### config.mk
export PLATFORM = sky130hd
export DESIGN_NAME = sram_like_arbiter
export DESIGN_NICKNAME = d
export VERILOG_FILES = /design/src/rtl/sram_like_pkg.sv /design/src/rtl/sram_like_arbiter_id_fifo.sv /design/src/rtl/sram_like_arbiter.sv
export SDC_FILE = /design/constraint.sdc
export NUM_CORES = 1
export LEC_CHECK = 0
export BUFFER_PORTS_ARGS = -buffer_cell sky130_fd_sc_hd__buf_2
export CAP_MARGIN = 30
export CORE_AREA = 2 2 108 110
export DETAILED_ROUTE_END_ITERATION = 10
export DIE_AREA = 0 0 110 112
export GPL_ROUTABILITY_DRIVEN = 1
export HOLD_SLACK_MARGIN = 0.03
export PLACE_DENSITY = 0.52
export SKIP_CTS_REPAIR_TIMING = 1
export SYNTH_ARGS = -nofsm -noshare
export SYNTH_HDL_FRONTEND = slang
export SYNTH_HIERARCHICAL = 1
export SYNTH_SLANG_ARGS = --single-unit
### constraint.sdc
create_clock -name clk -period 3.59 [get_ports clk]
set_clock_uncertainty 0.1 [all_clocks]
set_input_delay 0.359 -clock clk [delete_from_list [all_inputs] [get_ports clk]]
set_output_delay 0.359 -clock clk [all_outputs]
set_load 0.01 [all_outputs]
### src/rtl/sram_like_pkg.sv
// Shared definitions for the sram-like request arbiter: size codes, id width
// helper and grant FSM state encoding.
package sram_like_pkg;

  localparam logic [1:0] SIZE_B = 2'd0;
  localparam logic [1:0] SIZE_H = 2'd1;
  localparam logic [1:0] SIZE_W = 2'd2;

  // Channel id width; a single channel still needs one bit of storage.
  function automatic int id_w(input int n);
    return (n > 1) ? $clog2(n) : 1;
  endfunction

  typedef logic [0:0] state_t;
  localparam state_t IDLE = 1'b0;
  localparam state_t HOLD = 1'b1;

endpackage

### src/rtl/sram_like_arbiter_id_fifo.sv
// In-order FIFO of issuing channel ids; head names the owner of the next data_ok.
module arb_id_fifo #(
  parameter int DEPTH = 4,
  parameter int W     = 1
) (
  input  logic         clk,
  input  logic         reset,
  input  logic         push,
  input  logic         pop,
  input  logic [W-1:0] din,
  output logic         full,
  output logic         empty,
  output logic [W-1:0] head
);
  localparam int PW = $clog2(DEPTH);

  logic [W-1:0]  mem [DEPTH];
  logic [PW-1:0] wp, rp;
  logic [PW:0]   count;
  logic          do_push, do_pop;

  assign full    = (count == (PW+1)'(DEPTH));
  assign empty   = (count == '0);
  assign do_push = push & ~full;
  assign do_pop  = pop & ~empty;
  assign head    = mem[rp];

  always_ff @(posedge clk) begin
    if (do_push) mem[wp] <= din;
  end

  // DEPTH is a power of two, so pointers wrap by natural overflow.
  always_ff @(posedge clk) begin
    if (reset) begin
      wp    <= '0;
      rp    <= '0;
      count <= '0;
    end else begin
      if (do_push) wp <= wp + 1'b1;
      if (do_pop)  rp <= rp + 1'b1;
      case ({do_push, do_pop})
        2'b10:   count <= count + 1'b1;
        2'b01:   count <= count - 1'b1;
        default: count <= count;
      endcase
    end
  end

endmodule

### src/rtl/sram_like_arbiter.sv
// N-channel to one sram-like port arbiter with in-order response steering.
// Define ARB_RR_EN for round-robin arbitration (default: fixed priority, highest index).
module sram_like_arbiter
  import sram_like_pkg::*;
#(
  parameter int NCH         = 2,
  parameter int AW          = 32,
  parameter int DW          = 32,
  parameter int OUTSTANDING = 4
) (
  input  logic                    clk,
  input  logic                    reset,
  input  logic [NCH-1:0]          ch_req,
  input  logic [NCH-1:0]          ch_wr,
  input  logic [NCH-1:0][1:0]     ch_size,
  input  logic [NCH-1:0][AW-1:0]  ch_addr,
  input  logic [NCH-1:0][DW-1:0]  ch_wdata,
  output logic [NCH-1:0]          ch_addr_ok,
  output logic [NCH-1:0]          ch_data_ok,
  output logic [DW-1:0]           ch_rdata,
  output logic                    req,
  output logic                    wr,
  output logic [1:0]              size,
  output logic [AW-1:0]           addr,
  output logic [DW-1:0]           wdata,
  input  logic                    addr_ok,
  input  logic                    data_ok,
  input  logic [DW-1:0]           rdata
);
  localparam int IDW = id_w(NCH);

  state_t         state;
  logic [IDW-1:0] grant_id, win, sel, head;
  logic           fifo_full, fifo_empty, accept;

`ifdef ARB_RR_EN
  logic [IDW-1:0] last_grant;

  // Scan from last_grant+1 upward; lowest offset overwrites last, so it wins.
  always_comb begin
    int idx;
    idx = 0;
    win = '0;
    for (int k = NCH; k >= 1; k--) begin
      idx = (int'(last_grant) + k) % NCH;
      if (ch_req[idx]) win = IDW'(idx);
    end
  end

  always_ff @(posedge clk) begin
    if (reset)       last_grant <= '0;
    else if (accept) last_grant <= sel;
  end
`else
  always_comb begin
    win = '0;
    for (int i = 0; i < NCH; i++)
      if (ch_req[i]) win = IDW'(i);
  end
`endif

  // A stalled request is pinned to grant_id until the port takes it.
  assign sel    = (state == HOLD) ? grant_id : win;
  assign req    = ch_req[sel] & ~fifo_full;
  assign wr     = ch_wr[sel];
  assign size   = ch_size[sel];
  assign addr   = ch_addr[sel];
  assign wdata  = ch_wdata[sel];
  assign accept = req & addr_ok;

  always_comb begin
    ch_addr_ok      = '0;
    ch_addr_ok[sel] = accept;
  end

  always_comb begin
    ch_data_ok       = '0;
    ch_data_ok[head] = data_ok & ~fifo_empty;
  end

  assign ch_rdata = rdata;

  always_ff @(posedge clk) begin
    if (reset) begin
      state    <= IDLE;
      grant_id <= '0;
    end else begin
      case (state)
        IDLE: if (req && !addr_ok) begin
          state    <= HOLD;
          grant_id <= win;
        end
        HOLD: if (accept) state <= IDLE;
        default: state <= IDLE;
      endcase
    end
  end

  arb_id_fifo #(.DEPTH(OUTSTANDING), .W(IDW)) u_fifo (
    .clk   (clk),
    .reset (reset),
    .push  (accept),
    .pop   (data_ok),
    .din   (sel),
    .full  (fifo_full),
    .empty (fifo_empty),
    .head  (head)
  );

endmodule

==> metrics.txt <==
status=finished clean; synth top area cells=mux2_2 (36%), buf_4 (14%), dfxtp_1 (12%); metal3 WL=702 microns; hold_ws=321.5 ps; most frequent CP cell=inv_1; GRT Overall Usage=9.457%; Die X=110 microns; Slew @ Worst Pin=557.6 ps; IO Pins=276; Static Leakage=1.487 nW; register bit total from synthesis=15; CP Max Fanout=10; DRC=0; Final nets=542; Reg clk slew, reported paths=50 ps; DR pass1 iterations=4; crit path launch type=register; top sig layer=met4; CP max stage delay=460 ps; delay-heaviest family, CP=simple AND/OR/NAND/NOR gates; routability congestion estimate from global placement=0.7617; commonest non-fill, non-tap cells in the layout=buf_2 (211), mux2_2 (59), inv_1 (13), dfxtp_1 (11), nor2_1 (9); Routed WL per cell=12.27 microns; Worst R2R Path Depth=12; Cell variety after synth=31; Critical Path RT=3670 ps; max_slew headroom=62.03%; Mapped Area=1823 sq um; Hold Path Stages=3; PortBufs=211; Via density=3.937; CTS tree=yes; Hold Path Origin=addr_ok; total negative slack=0 ps; Hold Violations, Final=0; commonest non-fill, non-tap cell in the layout=buf_2; DP Wirelength=5.477 mm; CTS sink count=15; slowest CP cell=nor3b_2; post-placement worst setup slack=777.5 ps; Metal-1 WL=2.374 mm; vias in the first global route=1881; layout cell share with drive strength beyond 1=77.13%; pin count of the biggest net entering global routing=57; min Tclk post-route=2832 ps; CP Class=reg2reg; Via Count=1992; initial core utilization=16.31%; Critical Path Sink Type=register; fill count=1163; crit path buf inv count=4; critical register-to-register path endpoint=u_fifo/count[2]; post-synthesis sequential area ratio=18.67%; area grow syn2layout=58.34%; Synth top area share=36.44%; Ys Warns=6; Hold EP=grant_id; Slew Viols, Final=0; n_diodes=0; CTS max path bufs=2; Post-Layout Cell Count=506; core area=11170 sq um; Crit. path cell count=12; Hold Path Class=in2reg; Clock Tree Root=clkbuf_16; # setup viols final=0; final core utilization=25.83%; Synth Instances=187; Avg Cell Area, Syn=9.749 sq um; Die Ht=112 microns; PwrDens=376.8 nW/um^2; aggregate global routing overflow=0; cts bufs inserted=3; DR WL met2=2.982 mm; first-pass GRT wire length=9.039 mm; Routed WL=6.211 mm; htree depth=1; Cells after DPL=502; Setup WS post-layout=757.9 ps; R2R Path Start=u_fifo/count[2]; crit-path cells=nor3b_2, a2111o_1, inv_1, inv_1, nor2_1, inv_1, ha_1, inv_1, fa_1, xor2_1, or3_1, a21oi_1; RSZ-0062 raised after global routing=false; number of DRC markers in iteration 0=30; crit share post-route=78.89%; critical path data arrival time=2910 ps; die area=12320 sq um; Clk Latency, worst-skew pair=240 ps; peak supply drop=0.2873 mV; Syn Nets=365; R2R setup slack=760 ps; antenna violations before repair=1; Routed Antenna Nets=0; fmax=353.1 MHz; leading area contributor after synthesis=mux2_2; Max-Cap Viols=0; cell row count=39
cells in the mapped netlist:
master,number
mux2_1,8
xor2_1,3
nor3b_1,2
nand2_1,1
and3b_1,2
inv_1,13
dfxtp_1,11
a211oi_1,1
nor3b_2,1
mux2_2,59
buf_2,5
nor2_1,9
nor3_2,1
a21bo_2,1
o21ai_0,4
or4_1,1
fa_1,1
o21bai_1,1
a2111o_1,1
buf_1,1
o41ai_1,1
o31ai_1,1
ha_1,5
mux2i_1,1
a21oi_1,6
or3_1,3
and2_1,4
mux4_2,1
nand3b_1,1
buf_4,34
edfxtp_1,4
area by class of cell:
type	count	area, sq um	share of cell area [%]
Sequential cell	15	340.3	11.79
Inverter	13	48.80	1.691
Multi-Input combinational cell	119	1162	40.27
Tap cell	143	178.9	6.199
Clock buffer	3	75.07	2.601
Clock inverter	1	5.005	0.1734
Timing Repair Buffer	212	1076	37.28
metal layers:
| layer | global-route usage [%] | up-vias |
|---|---|---|
| li1 | - | 978 |
| met1 | 11.03 | 874 |
| met2 | 15.09 | 132 |
| met3 | 4.157 | 8 |
| met4 | 3.629 | 0 |
| met5 | 0 | - |
kinds of logic (layout without fill, tap and decap cells):
| family | after synthesis | after routing | share of synthesized area, % |
|---|---|---|---|
| compound gates | 16 | 16 | 5.629 |
| xor+xnor | 3 | 3 | 1.442 |
| fa+ha+maj | 6 | 6 | 4.530 |
| buf+inv | 53 | 229 | 18.26 |
| flops | 15 | 15 | 18.67 |
| mux | 69 | 69 | 43.17 |
| simple gates | 25 | 25 | 8.304 |
how the worst max path moves through the flow:
stage                      end       startpoint  slack, ps
6_report       u_fifo/count[2]  u_fifo/count[2]        760
2_1_floorplan  u_fifo/count[2]  u_fifo/count[2]       1090
3_3_place_gp   u_fifo/count[2]        ch_req[0]        900
5_1_grt        u_fifo/count[2]  u_fifo/count[2]        530
4_1_cts        u_fifo/count[2]  u_fifo/count[2]        770
3_5_place_dp   u_fifo/count[2]  u_fifo/count[2]        780
tightest hold or removal path: stages:
cell and delay, ps:
buf_2 100, or4_1 100, a21oi_1 60
metrics by stage:
| step | instance area (sq um) | power (mW) |
|---|---|---|
| 6_report | 2887 | 1.088 |
| 5_1_grt | 2887 | 1.170 |
| 4_1_cts | 2887 | 1.101 |
| 3_5_place_dp | 2806 | 0.8780 |
| 3_3_place_gp | 2806 | 0.8672 |
| 2_1_floorplan | 1823 | 0.6751 |
where the power goes:
group	switching (mW)	internal, mW
logic	0.296	0.323
clock network	0.0675	0.149
registers	0.0372	0.215
total	0.401	0.687
Power figures use the tool's default switching activity.
